## config.mk

```make
export PLATFORM = sky130hd
export DESIGN_NAME = wb_port_arbiter
export DESIGN_NICKNAME = d
export VERILOG_FILES = /design/src/rtl/rf_arb_pkg.sv /design/src/rtl/wb_fifo.sv /design/src/rtl/wb_port_arbiter.sv
export SDC_FILE = /design/constraint.sdc
export NUM_CORES = 1
export LEC_CHECK = 0
export CAP_MARGIN = 20
export CORE_AREA = 2 2 96 98
export CTS_CLUSTER_SIZE = 10
export DETAILED_ROUTE_END_ITERATION = 7
export DIE_AREA = 0 0 98 100
export PLACE_DENSITY = 0.81
export SYNTH_ARGS = -nofsm -noshare
export SYNTH_HDL_FRONTEND = slang
export SYNTH_SLANG_ARGS = --single-unit
```

## constraint.sdc

```tcl
create_clock -name clk -period 6.7 [get_ports clk]
set_input_delay 1.34 -clock clk [delete_from_list [all_inputs] [get_ports clk]]
set_output_delay 1.34 -clock clk [all_outputs]
set_load 0.01 [all_outputs]
```

## src/rtl/rf_arb_pkg.sv

```systemverilog
// Shared widths and the buffered-result entry type for the register-file write-port arbiter.
package rf_arb_pkg;

   localparam int unsigned XLEN   = 32;
   localparam int unsigned REG_AW = 5;

   typedef struct packed {
      logic [REG_AW-1:0] rd;
      logic [XLEN-1:0]   data;
   } rf_entry_t;

   // Width of a counter that must hold 0..n inclusive.
   function automatic int unsigned cnt_w(input int unsigned n);
      return (n > 0) ? $clog2(n + 1) : 1;
   endfunction

endpackage

```

## src/rtl/wb_fifo.sv

```systemverilog
// Shift-style FIFO of MDU results; entry 0 is always the head, entries are valid as a thermometer.
module wb_fifo
   import rf_arb_pkg::*;
#(
   parameter int unsigned DEPTH = 2,
   localparam int unsigned CntW = cnt_w(DEPTH)
) (
   input  logic                    clk,
   input  logic                    rst,
   input  logic                    push,
   input  logic [REG_AW-1:0]       push_rd,
   input  logic [XLEN-1:0]         push_data,
   input  logic                    pop,
   output logic [CntW-1:0]         count,
   output logic [REG_AW-1:0]       head_rd,
   output logic [XLEN-1:0]         head_data,
   output logic [DEPTH-1:0]        ent_valid,
   output logic [DEPTH*REG_AW-1:0] ent_rd
);

   rf_entry_t        mem_q [DEPTH];
   rf_entry_t        mem_d [DEPTH];
   logic [DEPTH-1:0] valid_q, valid_d;
   logic [CntW-1:0]  count_q, count_d, wr_idx;

   // A simultaneous pop shifts everything down, so the new entry lands one slot lower.
   assign wr_idx = count_q - CntW'(pop);

   always_comb begin
      mem_d   = mem_q;
      valid_d = valid_q;
      if (pop) begin
         for (int i = 0; i < int'(DEPTH) - 1; i++) begin
            mem_d[i]   = mem_q[i+1];
            valid_d[i] = valid_q[i+1];
         end
         valid_d[DEPTH-1] = 1'b0;
      end
      for (int i = 0; i < int'(DEPTH); i++) begin
         if (push && wr_idx == CntW'(i)) begin
            mem_d[i]   = '{rd: push_rd, data: push_data};
            valid_d[i] = 1'b1;
         end
      end
      case ({push, pop})
         2'b10:   count_d = count_q + 1'b1;
         2'b01:   count_d = count_q - 1'b1;
         default: count_d = count_q;
      endcase
   end

   always_ff @(posedge clk) begin
      if (rst) begin
         valid_q <= '0;
         count_q <= '0;
      end else begin
         valid_q <= valid_d;
         count_q <= count_d;
      end
   end

   always_ff @(posedge clk) begin
      mem_q <= mem_d;
   end

   always_comb begin
      ent_rd = '0;
      for (int i = 0; i < int'(DEPTH); i++) begin
         ent_rd[i*REG_AW +: REG_AW] = mem_q[i].rd;
      end
   end

   assign count     = count_q;
   assign head_rd   = mem_q[0].rd;
   assign head_data = mem_q[0].data;
   assign ent_valid = valid_q;

endmodule

```

## src/rtl/wb_port_arbiter.sv

```systemverilog
// Shares the single register-file write port between the WB stage and buffered MDU results.
// Define WB_ARB_STARVE_EN to stall the pipeline when a buffered result has waited MAX_WAIT cycles.
module wb_port_arbiter
   import rf_arb_pkg::*;
#(
   parameter int unsigned DEPTH    = 2,
   parameter int unsigned MAX_WAIT = 4
) (
   input  logic              clk,
   input  logic              rst,
   input  logic              wb_we,
   input  logic [REG_AW-1:0] wb_rd,
   input  logic [XLEN-1:0]   wb_data,
   input  logic              mdu_valid,
   output logic              mdu_ready,
   input  logic [REG_AW-1:0] mdu_rd,
   input  logic [XLEN-1:0]   mdu_data,
   output logic              rf_we,
   output logic [REG_AW-1:0] rf_a3,
   output logic [XLEN-1:0]   rf_wd,
   output logic              pipe_stall,
   output logic [31:0]       pending_mask
);

   localparam int unsigned CntW = cnt_w(DEPTH);

   logic [CntW-1:0]         count;
   logic [REG_AW-1:0]       head_rd;
   logic [XLEN-1:0]         head_data;
   logic [DEPTH-1:0]        ent_valid;
   logic [DEPTH*REG_AW-1:0] ent_rd;
   logic                    fifo_empty;
   logic                    push;
   logic                    head_grant;

   assign fifo_empty = (count == '0);
   assign mdu_ready  = !rst && (count < CntW'(DEPTH));
   // Results for x0 are acknowledged but never buffered.
   assign push       = mdu_valid && mdu_ready && (mdu_rd != '0);

   wb_fifo #(
      .DEPTH (DEPTH)
   ) u_fifo (
      .clk       (clk),
      .rst       (rst),
      .push      (push),
      .push_rd   (mdu_rd),
      .push_data (mdu_data),
      .pop       (head_grant),
      .count     (count),
      .head_rd   (head_rd),
      .head_data (head_data),
      .ent_valid (ent_valid),
      .ent_rd    (ent_rd)
   );

`ifdef WB_ARB_STARVE_EN
   localparam int unsigned WaitW = cnt_w(MAX_WAIT);

   logic [WaitW-1:0] wait_cnt_q, wait_cnt_d;

   always_comb begin
      if (fifo_empty || head_grant) begin
         wait_cnt_d = '0;
      end else if (wait_cnt_q != WaitW'(MAX_WAIT)) begin
         wait_cnt_d = wait_cnt_q + 1'b1;
      end else begin
         wait_cnt_d = wait_cnt_q;
      end
   end

   always_ff @(posedge clk) begin
      if (rst) begin
         wait_cnt_q <= '0;
      end else begin
         wait_cnt_q <= wait_cnt_d;
      end
   end

   assign pipe_stall = !fifo_empty && (wait_cnt_q == WaitW'(MAX_WAIT));
`else
   logic unused_max_wait;

   assign unused_max_wait = ^MAX_WAIT;
   assign pipe_stall      = 1'b0;
`endif

   always_comb begin
      head_grant = 1'b0;
      rf_we      = 1'b0;
      rf_a3      = '0;
      rf_wd      = '0;
      if (pipe_stall && !fifo_empty) begin
         head_grant = 1'b1;
      end else if (wb_we && wb_rd != '0) begin
         rf_we = 1'b1;
         rf_a3 = wb_rd;
         rf_wd = wb_data;
      end else if (!fifo_empty) begin
         head_grant = 1'b1;
      end
      if (head_grant) begin
         rf_we = 1'b1;
         rf_a3 = head_rd;
         rf_wd = head_data;
      end
   end

   always_comb begin
      pending_mask = '0;
      for (int i = 0; i < int'(DEPTH); i++) begin
         if (ent_valid[i]) begin
            pending_mask[ent_rd[i*REG_AW +: REG_AW]] = 1'b1;
         end
      end
      pending_mask[0] = 1'b0;
   end

endmodule

```

# Word level (Yosys, flattened, before mapping)
# Index checks and enable logic that the tools add are counted.
[totals]
register_bits = 78
inputBits = 78
[op_classes]
add_sub_neg = 3
muxes = 20
n_bitwise = 1
magnitude_cmp = 5
reduce_logical = 16
eq_ne = 3
[op_table]
columns = ["cell", "count"]
rows = [
  ["$mux W32", 4],
  ["$mux W37", 2],
  ["$or A32 B32 Y32", 1],
  ["$lt A5 B6 Y1 const B", 2],
  ["$demux W1 S5", 2],
  ["$ge A5 B1 Y1 const B", 2],
  ["$mux W5", 2],
  ["$reduce_bool A5 Y1", 2],
  ["$logic_and A1 B1 Y1", 8],
  ["$mux W1", 8],
  ["$reduce_bool A2 Y1", 3],
  ["$eq A2 B1 Y1 const B", 2],
  ["$logic_not A2 Y1", 2],
  ["$pmux W2 S2", 1],
  ["$add A2 B1 Y2 const B", 1],
  ["$eq A2 B2 Y1 const B", 1],
  ["$lt A2 B2 Y1 const B", 1],
  ["$mux W2", 1],
  ["$sub A2 B1 Y2", 1],
  ["$sub A2 B1 Y2 const B", 1],
  ["$logic_not A1 Y1", 1],
]

# Longest topological paths before layout
# Gate-level depths: netlist (run 1).
[depth]
ltp_word = 7
depth_mapped = 10
ltp_nobuf = 7

# Cells and area by module
# A second synthesis (run 1) with hierarchy kept.
[unflattened]
hier_cells = 305
area_unflattened_um2 = 4150.2
[by_module_without_submodules]
columns = ["mod", "cells_per_inst", "area_per_inst_um2", "n_inst", "seq_area_each_um2"]
rows = [
  ["wb_fifo", 185, 3261.9, 1, 2302.2],
  ["wb_port_arbiter", 120, 888.4, 1, 0.0],
]

# Worst setup path after synthesis (run 1)
# Ideal clock, no wire load.
[synth_timing]
kind = "input port to flip-flop"
from = "input wb_rd[1]"
to = "register u_fifo.mem_q (netlist bit u_fifo.head_data[0]), enable pin"
setup_time_ps = 483
arrival_time_ps = 5016
path_slack_ps = 1201
cell_stages = 5
t_required_ps = 6217
cell_sequence = "or4_1 -> o21a_1 -> buf_6 -> clkbuf_1 -> o21ai_0"
[synth_between]
elab_chain_cells = 7
[synth_rtl]
columns = ["element", "line_no", "text"]
rows = [
  ["start, declared", "wb_port_arbiter.sv:12", "input logic [REG_AW-1:0] wb_rd,"],
  ["$reduce_bool A5 Y1 (*)", "wb_port_arbiter.sv:95", "end else if (wb_we && wb_rd != '0) begin"],
  ["$logic_and A1 B1 Y1 (*)", "wb_port_arbiter.sv:95", ""],
  ["$mux W1 (*)", "wb_port_arbiter.sv:95", ""],
  ["$sub A2 B1 Y2", "wb_fifo.sv:27", "assign wr_idx = count_q - CntW'(pop);"],
  ["$logic_not A2 Y1", "wb_fifo.sv:40", "if (push && wr_idx == CntW'(i)) begin"],
  ["$logic_and A1 B1 Y1", "wb_fifo.sv:40", ""],
  ["$reduce_bool A2 Y1 (no line) (*)", "--", ""],
  ["end signal, assigned", "wb_fifo.sv:63", "mem_q <= mem_d;"],
  ["end, declared", "wb_fifo.sv:21", "rf_entry_t mem_q [DEPTH];"],
]
# Mark *: on every way between the ends. The rest lies on a longest branch, timed or not.
# A chain may end at the register's enable or synchronous reset.

# Worst setup path after layout (run 1)
[layout_timing]
from = "input wb_rd[1]"
to = "output rf_wd[20]"
[layout_between]
elab_chain_cells = 4
[layout_rtl]
columns = ["element", "line_no", "text"]
rows = [
  ["$reduce_bool A5 Y1 (*)", "wb_port_arbiter.sv:95", ""],
  ["$logic_and A1 B1 Y1 (*)", "wb_port_arbiter.sv:95", ""],
  ["$mux W32 / $mux W1 (equally long branches)", "wb_port_arbiter.sv:95", ""],
  ["$mux W32 (*)", "wb_port_arbiter.sv:102", "if (head_grant) begin"],
  ["end, declared", "wb_port_arbiter.sv:20", "output logic [XLEN-1:0] rf_wd,"],
]
# Marks and branches as above.

==> run metrics, run 1 <==
number of max-cap violations=0; clock sinks=78; Clock Tree Root=clkbuf_8; final clock skew=7.79 ps; RSZ-0062 raised after global routing=no; largest net degree at the start of global routing=41; initial antenna violation count=0; Nets=479; maximum root-to-sink buffer count=2; dpl hpwl=6320 µm; Die Footprint=9800 µm²; ys flop type=edfxtp_1; post-synth cell types=32; vias post-DR=2,822; Startpoint Class=primary input; sequential share of power=47.9%; Critical-path top delay cell=nor2_4; flop2flop setup slack=3320 ps; Area growth syn-to-layout=45.0%; worst path arrival time=4060 ps; number of synthesized flops with an enable pin=74; minimum clock period=5400 ps; worst-path fanout max=40; critical path, cell by cell=clkdlybuf4s50_1, or4_1, o21a_1, nor2_4, a22o_1, clkdlybuf4s50_1; syn avg cell area=14.6 µm²; TritonCTS buffer count=9; Post-Synthesis Cell Area=3730 µm²; diode count=0; final wirelength=8950 µm; Pwr Total=0.00158 W; HP Class=reg2reg; DR pass1 iterations=4; DRC Markers=0; max_slew headroom=37.9%; Synthesis Warnings=0; critical path type=in2out; Least-Margin Pin Slew=929 ps; htree depth=3; global-route wire length before repair=14,400 µm; Leakage Power=1.78 nW; Routed wire per std cell=17.4 µm; clock share of power=18.3%; post-CTS sizing=0; Clk pin slew, worst setup/hold paths=70 ps; layout cell share with drive strength beyond 1=12.2%; Final Hold Viols=0; Synth Instances=256; setup_tns=0 ps; fin crit share=80.6%; Avg Vias per Cell=5.50; Routed Antenna Nets=0; asr flop ratio synth=0%; Die Height=100 µm; number of global-route vias before repair=2,855; max-slew violation count=0; initial core utilization=41.9%; Area contributors post-synth=edfxtp_1, a22o_1, mux2_2, o22ai_1, mux2_1; Setup Viol. Count Final=0; Peak supply drop=155 µV; critical path capture point type=output pin; Sw Pwr=0.000488 W; routability cong.=0.820; P_int=0.00109 W; Port Buffers=147; die span in x=98 µm; drt initial violations=107; setup slack at placement=1290 ps; Critical Path Most Common Cell=clkdlybuf4s50_1; Max Fclk=185 MHz; final worst-path setup slack=1300 ps; latest clock arrival within the worst-skew pair=340 ps; boundary pin count=150; status=finished, final reports clean; core area=8890 µm²; hold buffer count at cts=0; Req. time, crit path=5360 ps; CP max stage delay=740 ps; Seq/Total Area, Yosys=61.8%; PwrDens=291 nW/µm²; post-synth top area cell=edfxtp_1; row cnt=35; Overflow after GRT=0; postcts setup bufs=0; Tot GR Track Use=18.4%; FF+latch count, synth=78; fin util=60.8%; Sw Share=31.0%; CTS tree=done; combinational group share of total power=33.8%; post-synth top area share=59.6%; WHS=534 ps
==> cells by family after synthesis <==
group | count (synthesis) | synth area share [%]
adders and majority gates | 2 | 0.671
AOI/OAI and AO/OA | 76 | 15.2
and+or+nand+nor | 40 | 7.22
muxes | 37 | 11.2
other | 1 | 0.101
buffers and inverters | 20 | 3.39
xor gates and xnor gates | 2 | 0.470
DFF | 78 | 61.8
==> cell type report <==
cell class                 count  area, µm²
fill                         687       3480
sequential                    78       2300
timing repair buffer         150       1490
multi-input combinational    159       1320
tap                          111        139
clock buffer                   9        124
clock inverter                 5       28.8
inverter                       1       3.75
==> critical path, delay by kind of cell <==
kind / cells / cell delay [ps]
buffers and inverters: 2 / 960
and+or+nand+nor: 2 / 1270
AOI/OAI and AO/OA: 2 / 490
==> flip-flops by register name (all words and copies together), names as in the netlist <==
name              count
u_fifo.head_data     32
u_fifo.ent_rd         5
u_fifo.ent_valid      2
u_fifo.head_rd        5
u_fifo.count          2
u_fifo.mem_q         32
==> per-stage QoR <==
step,instances,area [µm²]
final,513,5410
after global routing,513,5410
after CTS,513,5410
after detailed placement,499,5250
after global placement,499,5250
after floorplan,257,3730
==> cell usage in the layout (no fill, tap or decap), types with 2 or more instances in the layout <==
cell type,count
clkdlybuf4s50_1,147
edfxtp_1,74
a22o_1,37
o22ai_1,31
mux2_2,24
mux2_1,13
nand3b_1,10
clkbuf_8,9
nor2_1,6
nand3_1,4
or3b_2,4
clkinv_2,4
dfxtp_1,4
or3b_1,3
nand2_1,3
or3_1,3
buf_4,3
or4_1,2
o21a_1,2
nand2b_1,2
o21ai_0,2
ha_1,2
conb_1,2
==> Yosys cell counts, types with 5 or more instances <==
library cell / count
a22o_1: 37
buf_4: 5
clkbuf_1: 8
edfxtp_1: 74
mux2_1: 13
mux2_2: 24
nand3b_1: 10
nor2_1: 6
o22ai_1: 31
==> final timing paths <==
check | startpoint | to | depth (start not counted)
max reg2reg | u_fifo.count[0]$_SDFFE_PP0P_ | u_fifo.head_data[17]$_DFFE_PP_ | 6
min reg2reg | u_fifo.count[1]$_SDFFE_PP0P_ | u_fifo.count[1]$_SDFFE_PP0P_ | 2
max | wb_rd[1] | rf_wd[20] | 6
min | u_fifo.count[1]$_SDFFE_PP0P_ | u_fifo.count[1]$_SDFFE_PP0P_ | 2
==> power groups by stage <==
stage	logic [W]	clock network (W)	registers, W
after floorplan	0.000331	0	0.000744
after global placement	0.000526	0	0.000764
after detailed placement	0.000536	0	0.000765
after CTS	0.000540	0.000297	0.000756
after global routing	0.000582	0.000318	0.000768
final	0.000532	0.000288	0.000755
==> per-layer routing <==
layer | routed length [µm] | part of all wire, % | track usage, %
met4 | 82 | 0.92 | 5.45
met1 | 3840 | 43 | 23.9
met2 | 4480 | 50 | 31.4
met5 | 0 | 0 | 0
met3 | 550 | 6.1 | 3.55
No activity file was read; power rests on OpenSTA's default activity.
==> run 2, diff against run 1 <==
--- a/config.mk
+++ b/config.mk
@@ -6,11 +6,11 @@
 export NUM_CORES = 1
 export LEC_CHECK = 0
 export CAP_MARGIN = 20
-export CORE_AREA = 2 2 96 98
+export CORE_AREA = 2 2 101 103
 export CTS_CLUSTER_SIZE = 10
 export DETAILED_ROUTE_END_ITERATION = 7
-export DIE_AREA = 0 0 98 100
-export PLACE_DENSITY = 0.81
+export DIE_AREA = 0 0 103 105
+export PLACE_DENSITY = 0.77
 export SYNTH_ARGS = -nofsm -noshare
 export SYNTH_HDL_FRONTEND = slang
 export SYNTH_SLANG_ARGS = --single-unit
==> constraint.sdc (replaced) <==
create_clock -name clk -period 4.5 [get_ports clk]
set_input_delay 0.9 -clock clk [delete_from_list [all_inputs] [get_ports clk]]
set_output_delay 0.9 -clock clk [all_outputs]
set_load 0.01 [all_outputs]
==> run metrics, run 2 (synthesized netlist as in run 1, its figures left out) <==
worst-path fanout max=10 (-75%); PwrDens=443 nW/µm² (+52%); most frequent cells in the layout=clkdlybuf4s50_1, edfxtp_1, a22o_1, o22ai_1, mux2_2; Clock Tree Root=clkbuf_8; CP delay by family, top=buffers and inverters; DRC Markers=0 (unchanged); dpl hpwl=6960 µm (+10%); number of global-route vias before repair=2,954 (+3.5%); status=finished, final reports clean; Max Fclk=241 MHz; diode count=0 (unchanged); setup slack at placement=336 ps (-951 ps); Multi-input gate area=1320 µm² (unchanged); fin crit share=92.2%; Setup Viol. Count Final=0 (unchanged); minimum clock period=4150 ps; CTS tree=done; Overflow after GRT=0 (unchanged); boundary pin count=150 (unchanged); WHS Path Cells=2 (unchanged); critical path, cell by cell=clkdlybuf4s50_1, or4_1, o21a_1, nor2_4, buf_4, a22o_1, clkdlybuf4s50_1; hold buffer count at cts=0 (unchanged); DR pass1 iterations=4 (unchanged); Routed Antenna Nets=0 (unchanged); drt initial violations=147 (+37%); number of max-cap violations=0 (unchanged); r2r startpoint=u_fifo.count[0]$_SDFFE_PP0P_; max_slew headroom=63.7% (+26 points); initial core utilization=38.7% (-3.3 points); TritonCTS buffer count=9 (unchanged); worst path arrival time=3250 ps (-810 ps); flop2flop setup slack=1880 ps (-1440 ps); final wirelength=9420 µm (+5.3%); latest clock arrival within the worst-skew pair=340 ps (about the same); maximum root-to-sink buffer count=2 (unchanged); core area=9640 µm² (+8.4%); largest net degree at the start of global routing=37 (-9.8%); Startpoint Class=primary input; Clk pin slew, worst setup/hold paths=70 ps (about the same); Peak supply drop=259 µV (+67%); Critical-path top delay cell=clkdlybuf4s50_1; final worst-path setup slack=352 ps (-945 ps); Layout Cells excl Fill=541 (+5.5%); row cnt=36 (+2.9%); Die Height=105 µm (+5.0%); Die Footprint=10,800 µm² (+10%); global-route wire length before repair=14,800 µm (+3.0%); HP Class=reg2reg; WP buf/inv=3 (+1); Routed wire per std cell=17.4 µm (-0.15%); setup_tns=0 ps (unchanged); routability cong.=0.947 (+15%); Least-Margin Pin Slew=543 ps (-386 ps); placed cells=525 (+5.2%); critical path capture point type=output pin; FF-to-FF End=u_fifo.head_rd[1]$_DFFE_PP_; postcts setup bufs=0 (unchanged); Critical Path Most Common Cell=clkdlybuf4s50_1; max-slew violation count=0 (unchanged); RSZ-0062 raised after global routing=no; Leakage Power=1.82 nW (+2.0%); FF+latch area=2300 µm² (unchanged); Min-Delay Endpoint=u_fifo.count[1]$_SDFFE_PP0P_; Avg Vias per Cell=5.31 (-3.4%); Nets=483 (+0.84%); critical path type=in2out; vias post-DR=2,874 (+1.8%); Port Buffers=147 (unchanged); Final Hold Viols=0 (unchanged); Hold Crit Start=u_fifo.count[1]$_SDFFE_PP0P_; Req. time, crit path=3600 ps (-1760 ps); Tot GR Track Use=17.7% (-0.62 points); clock sinks=78 (unchanged); CP max stage delay=530 ps (-210 ps); Fill cells=804 (+17%); die span in x=103 µm (+5.1%); layout cell share with drive strength beyond 1=13.0% (+0.80 points); crit path from=wb_rd[1]; final clock skew=7.80 ps (+0.00997 ps); post-CTS sizing=0 (unchanged); initial antenna violation count=1 (+1); cells on worst reg2reg path=8 (+2); htree depth=3 (unchanged); Area growth syn-to-layout=48.6%; most common cell after layout, fill and taps aside=clkdlybuf4s50_1
## run 2: cell types whose count changed in the layout (fill, tap and decap cells not counted)
cell        before  now
buf_12           0    3
buf_4            3    4
bufinv_16        0    1
clkbuf_1         0    1
clkinv_1         0    1
clkinv_2         4    1
clkinvlp_4       0    2
## run 2: cell type report
class	count	share of cell area [%]
Multi-Input combinational cell	159	23.7
Inverter	1	0.0678
Clock inverter	6	1.13
Sequential cell	78	41.6
Tap cell	133	3.00
Clock buffer	10	2.30
Timing Repair Buffer	154	28.2
## run 2: routing by layer
metal | GRT usage, % | share of wire [%] | vias up
li1 | - | - | 1342
met1 | 21.0 | 40 | 1371
met2 | 30.5 | 50 | 143
met3 | 5.69 | 8.0 | 18
met4 | 5.17 | 1.7 | 0
met5 | 0 | 0 | -
## run 2: worst max-delay path by stage
stage / endpoint / cells after the start
6_report: rf_wd[22] / 7
5_1_grt: rf_wd[12] / 7
4_1_cts: rf_wd[22] / 7
3_5_place_dp: rf_wd[22] / 7
3_3_place_gp: rf_a3[1] / 7
2_1_floorplan: u_fifo.head_data[0]$_DFFE_PP_ / 10
## run 2: metrics by stage
step	hold WS, ps	utilization [%]	area [µm²]	total power [W]
2_1_floorplan	466	-	3730	0.00159
3_3_place_gp	480	55.5	5350	0.00196
3_5_place_dp	500	55.5	5350	0.00199
4_1_cts	510	57.5	5540	0.00249
5_1_grt	555	57.5	5540	0.00260
6_report	511	57.5	5540	0.00245
## run 2: tightest hold or removal path, delay by kind of cell, from the launching register on
family	cells	cell delay [ps]
flip-flops	1	330
AO/OA/AOI/OAI	2	130
## run 2: power breakdown
part	total [W]	internal, W	switching (W)
combinational	0.000841	0.000432	0.000409
sequential	0.00112	0.00103	0.0000876
clock	0.000494	0.000254	0.000240
==> run 3, diff against run 2 <==
--- a/config.mk
+++ b/config.mk
@@ -10,6 +10,7 @@
 export CTS_CLUSTER_SIZE = 10
 export DETAILED_ROUTE_END_ITERATION = 7
 export DIE_AREA = 0 0 103 105
+export HOLD_SLACK_MARGIN = 0.06
 export PLACE_DENSITY = 0.77
 export SYNTH_ARGS = -nofsm -noshare
 export SYNTH_HDL_FRONTEND = slang
==> results of run 3 <==
The final DEF is identical to that of run 2; final timing and power are the same.
